==> src/rtl/debug_controller_if.sv <==
`default_nettype none
// ============================================================================
// Module   : debug_controller_if
// Brief    : Host-link, pipeline-control and debug-bus signals of the debug
//            controller, grouped for connection between host side and pipeline.
// Revision : 1.0 - initial release
// ============================================================================
interface debug_controller_if #(
    parameter int NB_REG       = 32,
    parameter int NB_BYTE      = 8,
    parameter int NB_DUMP_ADDR = 6
);
    logic [NB_BYTE-1:0]      i_rx_data;
    logic                    i_rx_valid;
    logic                    i_halt;
    logic [NB_REG-1:0]       i_dbg_data;
    logic                    i_tx_ready;
    logic                    o_pipe_valid;
    logic                    o_pipe_reset;
    logic [NB_DUMP_ADDR-1:0] o_dbg_addr;
    logic [NB_BYTE-1:0]      o_tx_data;
    logic                    o_tx_valid;
    logic                    o_busy;

    modport slave (
        input  i_rx_data, i_rx_valid, i_halt, i_dbg_data, i_tx_ready,
        output o_pipe_valid, o_pipe_reset, o_dbg_addr, o_tx_data, o_tx_valid, o_busy
    );

    modport master (
        output i_rx_data, i_rx_valid, i_halt, i_dbg_data, i_tx_ready,
        input  o_pipe_valid, o_pipe_reset, o_dbg_addr, o_tx_data, o_tx_valid, o_busy
    );
endinterface
`default_nettype wire

==> src/rtl/debug_controller.sv <==
`default_nettype none
// ============================================================================
// Module   : debug_controller
// Brief    : Run/step sequencer for the MIPS pipeline with cycle counting and
//            byte-serial register dump over the host link.
// Revision : 1.0 - initial release
// ============================================================================
module debug_controller #(
    parameter int NB_REG       = 32,
    parameter int NB_BYTE      = 8,
    parameter int N_DUMP_WORDS = 33,
    parameter int NB_DUMP_ADDR = 6
) (
    input  wire logic        i_clock,
    input  wire logic        i_reset,
    debug_controller_if.slave bus
);
    localparam int C_BYTES_PER_WORD = NB_REG / NB_BYTE;
    localparam int C_NB_BIDX        = (C_BYTES_PER_WORD > 1) ? $clog2(C_BYTES_PER_WORD) : 1;
    localparam int C_NB_WIDX        = (N_DUMP_WORDS > 1) ? $clog2(N_DUMP_WORDS) : 1;

    localparam logic [NB_BYTE-1:0]   C_CMD_RUN     = NB_BYTE'(8'h43);
    localparam logic [NB_BYTE-1:0]   C_CMD_STEP    = NB_BYTE'(8'h53);
    localparam logic [NB_BYTE-1:0]   C_CMD_RESTART = NB_BYTE'(8'h52);
    localparam logic [C_NB_BIDX-1:0] C_LAST_BYTE   = C_NB_BIDX'(C_BYTES_PER_WORD - 1);
    localparam logic [C_NB_WIDX-1:0] C_LAST_WORD   = C_NB_WIDX'(N_DUMP_WORDS - 1);

    typedef enum logic [2:0] {
        S_IDLE       = 3'd0,
        S_RUN        = 3'd1,
        S_STEP       = 3'd2,
        S_DUMP_ADDR  = 3'd3,
        S_DUMP_LATCH = 3'd4,
        S_DUMP_SEND  = 3'd5,
        S_DONE       = 3'd6
    } state_t;

    state_t                 state_q, state_d;
    state_t                 ret_q, ret_d;
    logic [NB_REG-1:0]      cnt_q, cnt_d;
    logic [NB_REG-1:0]      shreg_q, shreg_d;
    logic [C_NB_BIDX-1:0]   byte_q, byte_d;
    logic [C_NB_WIDX-1:0]   word_q, word_d;
    logic                   pipe_reset_q, pipe_reset_d;

    logic                   w_cmd_run;
    logic                   w_cmd_step;
    logic                   w_cmd_restart;
    logic [NB_REG-1:0]      w_cnt_inc;

    assign w_cmd_run     = bus.i_rx_valid && (bus.i_rx_data == C_CMD_RUN);
    assign w_cmd_step    = bus.i_rx_valid && (bus.i_rx_data == C_CMD_STEP);
    assign w_cmd_restart = bus.i_rx_valid && (bus.i_rx_data == C_CMD_RESTART);

    // Saturating increment: a long free run must never wrap back to a small count.
    assign w_cnt_inc = (cnt_q == '1) ? cnt_q : cnt_q + NB_REG'(1);

    always_ff @(posedge i_clock) begin
        if (i_reset) begin
            state_q      <= S_IDLE;
            ret_q        <= S_IDLE;
            cnt_q        <= '0;
            shreg_q      <= '0;
            byte_q       <= '0;
            word_q       <= '0;
            pipe_reset_q <= 1'b0;
        end else begin
            state_q      <= state_d;
            ret_q        <= ret_d;
            cnt_q        <= cnt_d;
            shreg_q      <= shreg_d;
            byte_q       <= byte_d;
            word_q       <= word_d;
            pipe_reset_q <= pipe_reset_d;
        end
    end

    always_comb begin
        state_d      = state_q;
        ret_d        = ret_q;
        cnt_d        = cnt_q;
        shreg_d      = shreg_q;
        byte_d       = byte_q;
        word_d       = word_q;
        pipe_reset_d = 1'b0;

        case (state_q)
            S_IDLE: begin
                if (w_cmd_restart) begin
                    pipe_reset_d = 1'b1;
                    cnt_d        = '0;
                end else if (w_cmd_run) begin
                    state_d = S_RUN;
                end else if (w_cmd_step) begin
                    state_d = S_STEP;
                end
            end

            S_RUN: begin
                cnt_d = w_cnt_inc;
                if (bus.i_halt) begin
                    ret_d   = S_DONE;
                    state_d = S_DUMP_ADDR;
                    word_d  = '0;
                    byte_d  = '0;
                end
            end

            S_STEP: begin
                cnt_d   = w_cnt_inc;
                ret_d   = bus.i_halt ? S_DONE : S_IDLE;
                state_d = S_DUMP_ADDR;
                word_d  = '0;
                byte_d  = '0;
            end

            S_DUMP_ADDR: begin
                state_d = S_DUMP_LATCH;
            end

            // Debug read data arrives one cycle after the address was presented.
            S_DUMP_LATCH: begin
                shreg_d = (word_q == '0) ? cnt_q : bus.i_dbg_data;
                byte_d  = '0;
                state_d = S_DUMP_SEND;
            end

            S_DUMP_SEND: begin
                if (bus.i_tx_ready) begin
                    if (byte_q == C_LAST_BYTE) begin
                        byte_d = '0;
                        if (word_q == C_LAST_WORD) begin
                            word_d  = '0;
                            state_d = ret_q;
                        end else begin
                            word_d  = word_q + C_NB_WIDX'(1);
                            state_d = S_DUMP_ADDR;
                        end
                    end else begin
                        shreg_d = shreg_q >> NB_BYTE;
                        byte_d  = byte_q + C_NB_BIDX'(1);
                    end
                end
            end

            S_DONE: begin
                if (w_cmd_restart) begin
                    pipe_reset_d = 1'b1;
                    cnt_d        = '0;
                    state_d      = S_IDLE;
                end
            end

            default: begin
                state_d = S_IDLE;
            end
        endcase
    end

    assign bus.o_pipe_valid = (state_q == S_RUN) || (state_q == S_STEP);
    assign bus.o_pipe_reset = pipe_reset_q;
    assign bus.o_dbg_addr   = ((state_q == S_DUMP_ADDR) && (word_q != '0))
                            ? NB_DUMP_ADDR'(word_q - C_NB_WIDX'(1)) : '0;
    assign bus.o_tx_valid   = (state_q == S_DUMP_SEND);
    assign bus.o_tx_data    = (state_q == S_DUMP_SEND) ? shreg_q[NB_BYTE-1:0] : '0;
    assign bus.o_busy       = (state_q != S_IDLE) && (state_q != S_DONE);
endmodule
`default_nettype wire

==> src/flat_wrapper.sv <==
// flat-port wrapper written by rule: the top's interface ports become plain ports
module debug_controller_flat 
#(
    parameter int NB_REG       = 32,
    parameter int NB_BYTE      = 8,
    parameter int N_DUMP_WORDS = 33,
    parameter int NB_DUMP_ADDR = 6
)
  (i_clock, i_reset, bus_i_rx_data, bus_i_rx_valid, bus_i_halt, bus_i_dbg_data, bus_i_tx_ready, bus_o_pipe_valid, bus_o_pipe_reset, bus_o_dbg_addr, bus_o_tx_data, bus_o_tx_valid, bus_o_busy);
  debug_controller_if #(.NB_REG(NB_REG), .NB_BYTE(NB_BYTE), .NB_DUMP_ADDR(NB_DUMP_ADDR)) bus_i ();
  input  wire logic i_clock;
  input  wire logic i_reset;
  input wire logic [$bits(bus_i.i_rx_data)-1:0] bus_i_rx_data;
  input wire logic [$bits(bus_i.i_rx_valid)-1:0] bus_i_rx_valid;
  input wire logic [$bits(bus_i.i_halt)-1:0] bus_i_halt;
  input wire logic [$bits(bus_i.i_dbg_data)-1:0] bus_i_dbg_data;
  input wire logic [$bits(bus_i.i_tx_ready)-1:0] bus_i_tx_ready;
  output wire logic [$bits(bus_i.o_pipe_valid)-1:0] bus_o_pipe_valid;
  output wire logic [$bits(bus_i.o_pipe_reset)-1:0] bus_o_pipe_reset;
  output wire logic [$bits(bus_i.o_dbg_addr)-1:0] bus_o_dbg_addr;
  output wire logic [$bits(bus_i.o_tx_data)-1:0] bus_o_tx_data;
  output wire logic [$bits(bus_i.o_tx_valid)-1:0] bus_o_tx_valid;
  output wire logic [$bits(bus_i.o_busy)-1:0] bus_o_busy;
  assign bus_i.i_rx_data = bus_i_rx_data;
  assign bus_i.i_rx_valid = bus_i_rx_valid;
  assign bus_i.i_halt = bus_i_halt;
  assign bus_i.i_dbg_data = bus_i_dbg_data;
  assign bus_i.i_tx_ready = bus_i_tx_ready;
  assign bus_o_pipe_valid = bus_i.o_pipe_valid;
  assign bus_o_pipe_reset = bus_i.o_pipe_reset;
  assign bus_o_dbg_addr = bus_i.o_dbg_addr;
  assign bus_o_tx_data = bus_i.o_tx_data;
  assign bus_o_tx_valid = bus_i.o_tx_valid;
  assign bus_o_busy = bus_i.o_busy;
  debug_controller #(.NB_REG(NB_REG), .NB_BYTE(NB_BYTE), .N_DUMP_WORDS(N_DUMP_WORDS), .NB_DUMP_ADDR(NB_DUMP_ADDR)) u_core (.i_clock(i_clock), .i_reset(i_reset), .bus(bus_i));
endmodule
==> config.mk <==
export PLATFORM = sky130hd
export DESIGN_NAME = debug_controller_flat
export DESIGN_NICKNAME = d
export VERILOG_FILES = /design/src/rtl/debug_controller_if.sv /design/src/rtl/debug_controller.sv /design/src/flat_wrapper.sv
export SDC_FILE = /design/constraint.sdc
export NUM_CORES = 1
export LEC_CHECK = 0
export BUFFER_PORTS_ARGS = -buffer_cell sky130_fd_sc_hd__buf_2
export CAP_MARGIN = 10
export CORE_UTILIZATION = 48
export DETAILED_ROUTE_END_ITERATION = 7
export GPL_TIMING_DRIVEN = 0
export PLACE_DENSITY = 0.78
export SYNTH_ARGS = -nofsm -noshare
export SYNTH_HDL_FRONTEND = slang
export SYNTH_SLANG_ARGS = --single-unit
==> constraint.sdc <==
create_clock -name i_clock -period 2.15 [get_ports i_clock]
set_input_delay 0.1075 -clock i_clock [delete_from_list [all_inputs] [get_ports i_clock]]
set_output_delay 0.1075 -clock i_clock [all_outputs]
set_load 0.05 [all_outputs]
==> results.md, run 1 <==
* Drt initial violations at 470
* Violated checks: design-rule violations, negative setup slack
* Starting Density at approximately 50%
* Top-count cell post-synth: dfxtp_1
* # Max-Cap Violations at 0
* Ant diodes at 0
* Skew final at 0.00989 ns
* Main flop type after synthesis: dfxtp_1
* Sink Count at between 70 and 80
* Overflow after GRT at 0
* Power per cell area at just under 1000 nW/um2
* First-pass GRT wire length at between 20 and 25 mm
* Num CTS Buffers at 9
* CTS root buf: clkbuf_8
* Fin crit period at ~2.2 ns
* Final wirelength at approximately 15 mm
* Post-Syn Area at 4480 um2
* Internal cell power at 3070 uW
* Synth warnings at 0
* Hold Crit Depth at 3
* DRT Pass-1 Iters at 8
* CTS tree: built
* Max FO, Critical Path at 5
* Sequential area share after synthesis at about a third
* Clock buffer depth at 2
* Die width at a little under 100 um
* Sequential power share at about 29%
* RSZ-0062 raised after global routing: yes
* FF+latch count, synth at 77
* Pleak at between 0.002 and 0.0025 uW
* Initial antenna violation count at 0
* Syn Inst Count at ~540
* Die Ht at a little under 100 um
* Drt drc at 2
* Worst slew margin at 40.7%
* Worst Setup End Kind: register
* NumNets Final at between 600 and 700
* Cell taking the most area after synthesis: dfxtp_1
* Synthesis-to-layout area growth at 27.6%
* TNS Setup at -0.360 ns
* Fill count at 709
* Clock-pin slew on the worst setup and hold paths at 0.09 ns
* Syn_nets at between 500 and 600
* Hold Path Class: primary input to register
* Fin cells at 738
* Num rows at 34
* CP startpoint kind: register
* Vias at between 4,000 and 5,000
* Gr usage total at roughly 29%
* Psw at about 2400 uW
* Number of port buffers at just over 60
* Dominant cells by area after synthesis: dfxtp_1 34%, mux2_2 7.0%, nand3_1 5.7%
* Drt wl/cell at around 20 um
* Share of cells above drive strength 1 at 36.0%
* Top-area cell type share of the netlist area at 34.4%
* Worst reg2reg path depth at 9
* Number of nets still failing antenna checks after routing at 0
* Switching share of total power at between 40 and 50%
* Worst-margin pin slew at 0.877 ns
* Average instance area after synthesis at 8.37 um2
* Final setup vio count at 15
* CTS Hold Bufs at 0
* Top-level I/O count at 63
* Final Max Slew Viols at 0
* Clock Latency Late Sink at 0.37 ns
* Post-synth EDFFs at 0
* Worst setup margin at -0.0859 ns
* Fmax at about 450 MHz
* Vias in the first global route at around 4,400
* Core area at slightly below 9000 um2
* Die area at roughly 9700 um2
* Asr flop ratio synth at 0%
* H-tree levels at 3
* Synth cell count leaders: 77 x dfxtp_1, 51 x nand3_1, 45 x a21oi_1
* Logic pwr share at 49.0%
* Worst EP required at 2.39 ns
* Final Cycle Share at 104%
* Final number of hold-violating endpoints at 0
* Placed wire-length estimate at approximately 10 mm
* Crit path DAT at roughly 2.5 ns
* Placed Cells incl. Taps at around 700
* Status: finished, violations left
* Largest net degree at the start of global routing at 16
* GP Congestion at 0.939
* Worst IR drop on VDD at between 0.5 and 0.6 mV
* Share of power burned in the clock network at between 20 and 25%
* Distinct cell type count after synthesis at 75
* Crit Path Category: register to register
* Vias/cell at 6.56
-- through the flow --
step	setup WS [ns]	cell area [um2]	power, uW	hold slack [ns]	util [%]
2_1_floorplan	0.0719	4480	3220	0.269	-
3_3_place_gp	-0.207	4920	3740	0.397	55.4
3_5_place_dp	-0.276	4920	3780	0.405	55.4
4_1_cts	-0.0412	5450	5210	0.0260	61.3
5_1_grt	-0.126	5720	5740	0.0467	64.3
6_report	-0.0859	5720	5510	0.0313	64.3
-- metal layers --
layer / part of all wire, % / GRT usage (%) / routed length, um
met5: 0 / 0 / 0
met4: 4.5 / 12.6 / 662
met3: 9.6 / 5.82 / 1430
met2: 47 / 48.3 / 7000
met1: 39 / 37.5 / 5760
-- state kept, by name, indices dropped and copies added, names as in the netlist --
register                 cells
u_core.word_q                6
u_core.shreg_q              32
u_core.byte_q                2
u_core.cnt_q                32
u_core.state_q               3
u_core.ret_q                 1
u_core.bus.o_pipe_reset      1
-- cell type report --
| type | count | area, um2 | area share [%] |
|---|---|---|---|
| multi-input cells | 403 | 2950 | 51.7 |
| flip-flops and latches | 77 | 1570 | 27.4 |
| well taps | 108 | 135 | 2.36 |
| clock inverters | 6 | 75.1 | 1.31 |
| inverters | 13 | 55.1 | 0.963 |
| plain buffers | 39 | 265 | 4.64 |
| repair buffers | 82 | 529 | 9.26 |
| clock buffers | 10 | 138 | 2.41 |
-- cells in the final DEF, fill, tap and decap left out, drive strengths merged, types with 3 or more instances in the layout --
cell type and n:
or4 4, nor3 10, nor2 39, buf 89, ha 5, or2 3
inv 15, a31oi 25, o21ai 14, nand2b 3, a311oi 4, xor2 7
nor4 3, o211ai 5, nand3 53, or3 3, clkbuf 42, dfxtp 77
nand2 30, a221oi 3, a22oi 34, a41oi 5, and2 11, and4 5
a21oi 45, xnor2 4, and3 9, nand4 13, mux2 33
-- repair_timing --
item                       in CTS  in global routing
setup buffers                  12                  7
setup endpoints to repair      72                 68
pin swaps                       9                 22
gates resized for setup        55                 81
gates cloned                    3                  0
-- worst max-delay path, stage by stage (launching register included) --
cell     delay (ns)
dfxtp_4        0.36
inv_4          0.06
ha_4           0.12
or4b_4         0.49
nor2_4         0.20
buf_12         0.15
buf_8          0.12
mux2_4         0.31
a22oi_2        0.18
a21oi_1        0.11
-- logic make-up after synthesis --
family	count (synthesis)	share of synthesized area, %
buf+inv	55	6.31
xor+xnor	11	2.15
compound gates	154	22.7
flops	77	34.4
simple gates	199	24.5
fa+ha+maj	5	1.40
mux	34	8.52
-- final timing paths --
path                                            to  slack, ns          startpoint
worst max-delay path            u_core.shreg_q[16]      -0.09    u_core.word_q[0]
worst min-delay path               u_core.ret_q[1]       0.03          bus_i_halt
worst max register to register  u_core.shreg_q[16]      -0.09    u_core.word_q[0]
worst min register to register  u_core.shreg_q[17]       0.48  u_core.shreg_q[25]
-- power groups by stage --
stage / sequential (uW) / combinational [uW] / clock [uW]
after floorplan: 1580 / 1640 / 0
after global placement: 1600 / 2140 / 0
after detailed placement: 1600 / 2170 / 0
after CTS: 1580 / 2410 / 1220
after global routing: 1600 / 2870 / 1280
final: 1590 / 2700 / 1220
(Power assumes the default switching activity.)
==> inputs of run 2 (changes only) <==
- CORE_MARGIN: not set -> 2
==> run 2 against run 1 <==
  * Sequential power hardly changed
  * First-iteration DRC count rose by 15%
  * Combinational power up 3%
  * Worst setup slack improved by 0.015 ns
  * The flow finishes with violations (negative setup slack)
  * Non-clock buffer count fell by 2
==> results.md, run 2 (same netlist as run 1, synthesis figures left out) <==
* Crit path DAT at 2.50 ns (was 2.47 ns)
* Hold Path Class: primary input to register (unchanged)
* RSZ-0062 raised after global routing: yes (unchanged)
* Placed wire-length estimate at 9.99 mm (was 10.0 mm)
* Die Ht at 101 um (was 98.6 um)
* Final number of hold-violating endpoints at 0 (unchanged)
* DRT Pass-1 Iters at 5 (was 8)
* Hold Path Origin: bus_i_halt (unchanged)
* Num rows at 35 (was 34)
* Placed Cells incl. Taps at 707 (was 704)
* CTS Hold Bufs at 0 (unchanged)
* Largest net degree at the start of global routing at 15 (was 16)
* Clock Latency Late Sink at 0.38 ns (was 0.37 ns)
* Vias/cell at 6.67 (was 6.56)
* Die width at 101 um (was 98.6 um)
* Overflow after GRT at 0 (unchanged)
* Fin crit period at 2.22 ns (was 2.24 ns)
* Worst Hold Path EP: u_core.ret_q[1] (unchanged)
* Sink Count at 77 (unchanged)
* Core area at 9150 um2 (was 8890 um2)
* Final Max Slew Viols at 0 (unchanged)
* Setup slack, reg-to-reg at -0.07 ns (was -0.09 ns)
* Vias in the first global route at 4,457 (was 4,420)
* Worst IR drop on VDD at 0.741 mV (was 0.520 mV)
* Hold Crit Depth at 3 (unchanged)
* Skew final at 0.00608 ns (was 0.00989 ns)
* Worst-margin pin slew at 0.762 ns (was 0.877 ns)
* Top-level I/O count at 63 (unchanged)
* Crit Reg-Reg Endpoint: u_core.cnt_q[22] (was u_core.shreg_q[16])
* Gr usage total at 29.2% (was 29.4%)
* Final wirelength at 15.5 mm (was 14.8 mm)
* Violated checks: negative setup slack (was design-rule violations, negative setup slack)
* Worst reg2reg path depth at 7 (was 9)
* Clock buffer depth at 2 (unchanged)
* Fin util at 63.3% (was 64.3%)
* First-pass GRT wire length at 22.9 mm (was 22.4 mm)
* Total power at 5700 uW (was 5510 uW)
* Fmax at 450 MHz (was 447 MHz)
* Number of port buffers at 61 (unchanged)
* Most frequent cells in the layout: 68 x dfxtp_1, 57 x buf_2, 51 x nand3_1, 37 x nor2_1, 37 x a21oi_1 (was 63 x dfxtp_1, 57 x buf_2, 51 x nand3_1, 44 x a21oi_1, 37 x nor2_1)
* Clock-pin slew on the worst setup and hold paths at 0.09 ns (about the same)
* Final Cycle Share at 103% (was 104%)
* # Max-Cap Violations at 0 (unchanged)
* Drt initial violations at 541 (was 470)
* Num CTS Buffers at 9 (unchanged)
* R2R Path Start: u_core.cnt_q[24] (was u_core.word_q[0])
* Max FO, Critical Path at 10 (was 5)
* Power per cell area at 983 nW/um2 (was 964 nW/um2)
* Fill count at 713 (was 709)
* Starting Density at 49.0% (was 50.4%)
* Pre-CTS WS at -0.235 ns (was -0.276 ns)
* Vias at 4,929 (was 4,841)
* Worst slew margin at 49.2% (was 40.7%)
* GP Congestion at 0.958 (was 0.939)
* Fin cells at 739 (was 738)
* Crit Path Category: register to register (unchanged)
* CTS tree: built (unchanged)
* Share of cells above drive strength 1 at 37.9% (was 36.0%)
* CP startpoint kind: register (unchanged)
* Drt drc at 0 (was 2)
* Number of nets still failing antenna checks after routing at 0 (unchanged)
* Drt wl/cell at 21.0 um (was 20.1 um)
* H-tree levels at 3 (unchanged)
* Initial antenna violation count at 0 (unchanged)
* Status: finished, violations left (unchanged)
* Die area at 10,100 um2 (was 9720 um2)
* Pleak at 0.00225 uW (about the same)
* Worst setup margin at -0.0714 ns (was -0.0859 ns)
* Worst EP required at 2.43 ns (was 2.39 ns)
* Synthesis-to-layout area growth at 29.3% (was 27.6%)
* CTS root buf: clkbuf_8 (unchanged)
* Top flop regs: u_core.cnt_q (32), u_core.shreg_q (32), u_core.word_q (6) (unchanged)
* Worst Setup End Kind: register (unchanged)
* Final setup vio count at 5 (was 15)
* Ant diodes at 0 (unchanged)
* NumNets Final at 673 (was 675)
* Most common cell after layout, fill and taps aside: dfxtp_1 (unchanged)
* Fin Hold WS at 0.0244 ns (was 0.0313 ns)
-- run 2: cell count changes in the layout (fill, tap and decap cells not counted), sizes merged --
cell	before	now
bufinv	1	2
clkbuf	42	35
clkinvlp	1	2
clkinv	2	1
inv	15	14
buf	89	94
-- run 2: what timing repair did --
| action | 4_1_cts | 5_1_grt |
|---|---|---|
| setup endpoints to repair | 68 | 75 |
| cloned | 3 | 0 |
| pin swaps | 11 | 24 |
| resized for setup | 67 | 90 |
| setup buffers | 8 | 7 |
-- run 2: cell type report --
| cell class | instances | area, um2 | share of cell area (%) |
|---|---|---|---|
| clock inverters | 6 | 92.6 | 1.60 |
| repair buffers | 79 | 499 | 8.61 |
| flip-flops and latches | 77 | 1560 | 26.9 |
| well taps | 111 | 139 | 2.40 |
| plain buffers | 40 | 285 | 4.92 |
| inverters | 13 | 56.3 | 0.972 |
| multi-input cells | 403 | 3030 | 52.2 |
| clock buffers | 10 | 138 | 2.37 |
-- run 2: worst max-delay path by stage --
stage | from | to | slack [ns] | depth (start not counted)
finish | u_core.cnt_q[24] | u_core.cnt_q[22] | -0.07 | 7
detailed placement | u_core.word_q[0] | u_core.shreg_q[5] | -0.23 | 8
global placement | u_core.word_q[0] | u_core.shreg_q[0] | -0.20 | 8
floorplan | u_core.word_q[0] | u_core.shreg_q[20] | 0.07 | 8
CTS | u_core.word_q[0] | u_core.shreg_q[8] | -0.04 | 9
global route | u_core.cnt_q[16] | u_core.cnt_q[22] | -0.13 | 9
-- run 2: critical path: stages, from the launching register on --
cell and delay [ns]:
dfxtp_1 0.52, nand4_4 0.20, nor4_4 0.42, a31o_2 0.21, buf_4 0.17, nand3_4 0.15, buf_4 0.24, a22oi_1 0.21
-- run 2: through the flow --
step                      TNS [ns]  area, um2
after floorplan                  0       4480
after global placement       -6.74       4930
after detailed placement     -7.64       4930
after CTS                   -0.130       5450
after global routing         -1.17       5800
final                       -0.141       5800
-- run 2: power by group --
group / leakage (uW) / switching, uW / internal (uW)
clock: 0.000110 / 621 / 694
sequential: 0.000626 / 79.2 / 1510
combinational: 0.00152 / 1810 / 986
-- run 2: metal layers --
layer  vias to the layer above  global-route usage [%]  share of wire, %
met5                         -                       0              0.22
li1                       2193                       -                 -
met3                        66                    5.76               9.1
met4                         2                    14.6               4.5
met1                      2343                    38.1                40
met2                       325                    45.8                46
==> inputs of run 3 (changes only) <==
- PLACE_DENSITY: 0.78 -> 0.76
- clock period: 2.15 -> 2.1 ns (I/O delays scaled with it)
==> run 3 against run 2 <==
  * The flow still finishes with violations (negative setup slack)
  * Worst hold slack better by 0.025 ns
  * Fmax is 3.1% higher
  * Largest cell class unchanged
  * Sequential share of layout area fell by 0.49 points
  * Utilization is 2.1 points higher
==> results.md, run 3 (same netlist as run 1, synthesis figures left out) <==
* Met2 wire length at 7.06 mm (was 7.22 mm)
* Hold Crit Depth at 3 (unchanged)
* Num rows at 35 (unchanged)
* Power per cell area at 959 nW/um2 (was 983 nW/um2)
* Stages on the worst setup path at 9 (was 7)
* Worst EP required at 2.33 ns (was 2.43 ns)
* Final setup vio count at 28 (was 5)
* Top delay family on crit path: simple AND/OR/NAND/NOR gates (unchanged)
* Status: finished, violations left (unchanged)
* Sequential power share at 28.4% (was 27.9%)
* Clock buffer depth at 2 (unchanged)
* Final Max Slew Viols at 0 (unchanged)
* Share of cells above drive strength 1 at 41.9% (was 37.9%)
* Worst-margin pin slew at 0.798 ns (was 0.762 ns)
* Skew final at 0.0127 ns (was 0.00608 ns)
* Most common cell after layout, fill and taps aside: dfxtp_1 (unchanged)
* Starting Density at 49.0% (unchanged)
* Vias in the first global route at 4,476 (was 4,457)
* CTS Hold Bufs at 0 (unchanged)
* Max FO, Critical Path at 8 (was 10)
* CTS root buf: clkbuf_8 (unchanged)
* Final number of hold-violating endpoints at 0 (unchanged)
* Fill count at 671 (was 713)
* Worst setup margin at -0.0547 ns (was -0.0714 ns)
* CTS tree: built (unchanged)
* Vias at 4,926 (was 4,929)
* Wl on met1 at 6.05 mm (was 6.20 mm)
* Share of power burned in the clock network at 19.2% (was 23.1%)
* Worst slew margin at 46.8% (was 49.2%)
* Sink Count at 77 (unchanged)
* Overflow after GRT at 0 (unchanged)
* Fin Hold WS at 0.0496 ns (was 0.0244 ns)
* GP Congestion at 0.946 (was 0.958)
* Num CTS Buffers at 9 (unchanged)
* Clock Latency Late Sink at 0.36 ns (was 0.38 ns)
* Psw at 2520 uW (was 2510 uW)
* Final wirelength at 15.2 mm (was 15.5 mm)
* Crit path buf inv count at 3 (was 2)
* TNS Setup at -0.644 ns (was -0.141 ns)
* CP max stage delay at 0.49 ns (was 0.52 ns)
* CP startpoint kind: register (unchanged)
* Core area at 9150 um2 (unchanged)
* Top Metal Used: met4 (was met5)
* Gr usage total at 28.8% (was 29.2%)
* Synthesis-to-layout area growth at 33.6% (was 29.3%)
* Top flop regs: u_core.cnt_q (32), u_core.shreg_q (32), u_core.word_q (6) (unchanged)
* Crit Path Category: register to register (unchanged)
* Ant diodes at 0 (unchanged)
* Clock-pin slew on the worst setup and hold paths at 0.08 ns (was 0.09 ns)
* Met3 wire length at 1.56 mm (was 1.41 mm)
* Die width at 101 um (unchanged)
* Number of port buffers at 61 (unchanged)
* Drt initial violations at 574 (was 541)
* Placed wire-length estimate at 9.84 mm (was 9.99 mm)
* Drt wl/cell at 20.4 um (was 21.0 um)
* Logic pwr share at 52.5% (was 49.0%)
* RSZ-0062 raised after global routing: yes (unchanged)
* DRT Pass-1 Iters at 6 (was 5)
* Worst IR drop on VDD at 0.717 mV (was 0.741 mV)
* Die Ht at 101 um (unchanged)
* Top-level I/O count at 63 (unchanged)
* Worst Setup End Kind: register (unchanged)
* Crit path DAT at 2.38 ns (was 2.50 ns)
* Number of nets still failing antenna checks after routing at 0 (unchanged)
* Pleak at 0.00234 uW (was 0.00225 uW)
* Fmax at 464 MHz (was 450 MHz)
* Largest net degree at the start of global routing at 13 (was 15)
* CP max stage cell: or4b_4 (was dfxtp_1)
* Drt drc at 0 (unchanged)
* Vias/cell at 6.60 (was 6.67)
* Register area at 1580 um2 (was 1560 um2)
* Critical path, cell by cell: inv_4 > ha_4 > or4b_4 > nor2_4 > buf_12 > buf_8 > mux2_4 > a22oi_2 > a21oi_2 (was nand4_4 > nor4_4 > a31o_2 > buf_4 > nand3_4 > buf_4 > a22oi_1)
* Final Cycle Share at 103% (about the same)
* Hold Path Class: primary input to register (unchanged)
* First-pass GRT wire length at 22.9 mm (about the same)
* Worst reg2reg path depth at 9 (was 7)
* Most frequent cells in the layout: 55 x dfxtp_1, 50 x nand3_1, 48 x buf_2, 41 x a21oi_1, 35 x nor2_1 (was 68 x dfxtp_1, 57 x buf_2, 51 x nand3_1, 37 x nor2_1, 37 x a21oi_1)
* Internal cell power at 3220 uW (was 3190 uW)
* Fin crit period at 2.15 ns (was 2.22 ns)
* Initial antenna violation count at 0 (unchanged)
* Die area at 10,100 um2 (unchanged)
* Switching share of total power at 44.0% (about the same)
* Violated checks: negative setup slack (unchanged)
* H-tree levels at 3 (unchanged)
* Area of the multi-input gates at 3110 um2 (was 3030 um2)
* # Max-Cap Violations at 0 (unchanged)
* NumNets Final at 682 (was 673)
==> run 3: cell types whose count changed in the layout (fill, tap and decap cells not counted), moves of 3 or more <==
cell      delta
dfxtp_1     -13
mux2_4       +7
clkinv_2     +4
a21oi_2      -4
a21oi_1      +4
buf_6        +8
buf_2        -9
mux2_2       -7
dfxtp_2     +11
clkbuf_2     +5
buf_4        +6
a22oi_1      -3
a22oi_2      +3
==> run 3: through the flow <==
stage / worst slack (ns) / total power [uW] / area [um2] / std cells / utilization [%]
after floorplan: 0.0219 / 3300 / 4480 / 535 / -
after global placement: -0.253 / 3830 / 4930 / 707 / 53.8
after detailed placement: -0.340 / 3880 / 4930 / 707 / 53.8
after CTS: -0.0101 / 5320 / 5590 / 736 / 61.1
after global routing: -0.128 / 5980 / 5980 / 746 / 65.4
final: -0.0547 / 5740 / 5980 / 746 / 65.4
==> run 3: final timing paths <==
check                       end               start  slack, ns
max          u_core.shreg_q[15]    u_core.word_q[0]      -0.05
min             u_core.ret_q[1]          bus_i_halt       0.05
max reg2reg  u_core.shreg_q[15]    u_core.word_q[0]      -0.05
min reg2reg  u_core.shreg_q[19]  u_core.shreg_q[27]       0.49
==> run 3: area by class of cell <==
cell class	count	share of cell area [%]
well taps	111	2.32
multi-input cells	403	52.0
clock inverters	5	0.899
flip-flops and latches	77	26.4
plain buffers	40	5.10
clock buffers	9	2.07
inverters	13	0.962
repair buffers	88	10.3
==> run 3: metal layers <==
| metal | up-vias | GRT usage [%] |
|---|---|---|
| met5 | - | 0 |
| met4 | 0 | 13.2 |
| met3 | 51 | 4.09 |
| met2 | 325 | 45.0 |
| met1 | 2331 | 39.2 |
| li1 | 2219 | - |
==> run 3: repair_timing <==
item,in CTS,in global routing
gates resized for setup,99,106
pin swaps,25,26
buffers inserted,14,10
endpoints found under the setup margin,70,79
gates cloned,3,0
==> run 3: power by group through the flow <==
| stage | clock [uW] | sequential (uW) | combinational [uW] |
|---|---|---|---|
| floorplan | 0 | 1620 | 1680 |
| global placement | 0 | 1640 | 2190 |
| detailed placement | 0 | 1640 | 2230 |
| CTS | 1080 | 1620 | 2620 |
| global route | 1160 | 1640 | 3190 |
| finish | 1100 | 1630 | 3010 |
==> run 3: worst reg2reg max path, cell delays in order (launching register included) <==
cell and delay (ns):
dfxtp_4 0.36, inv_4 0.07, ha_4 0.12, or4b_4 0.49
nor2_4 0.12, buf_12 0.17, buf_8 0.15, mux2_4 0.31
a22oi_2 0.15, a21oi_2 0.08
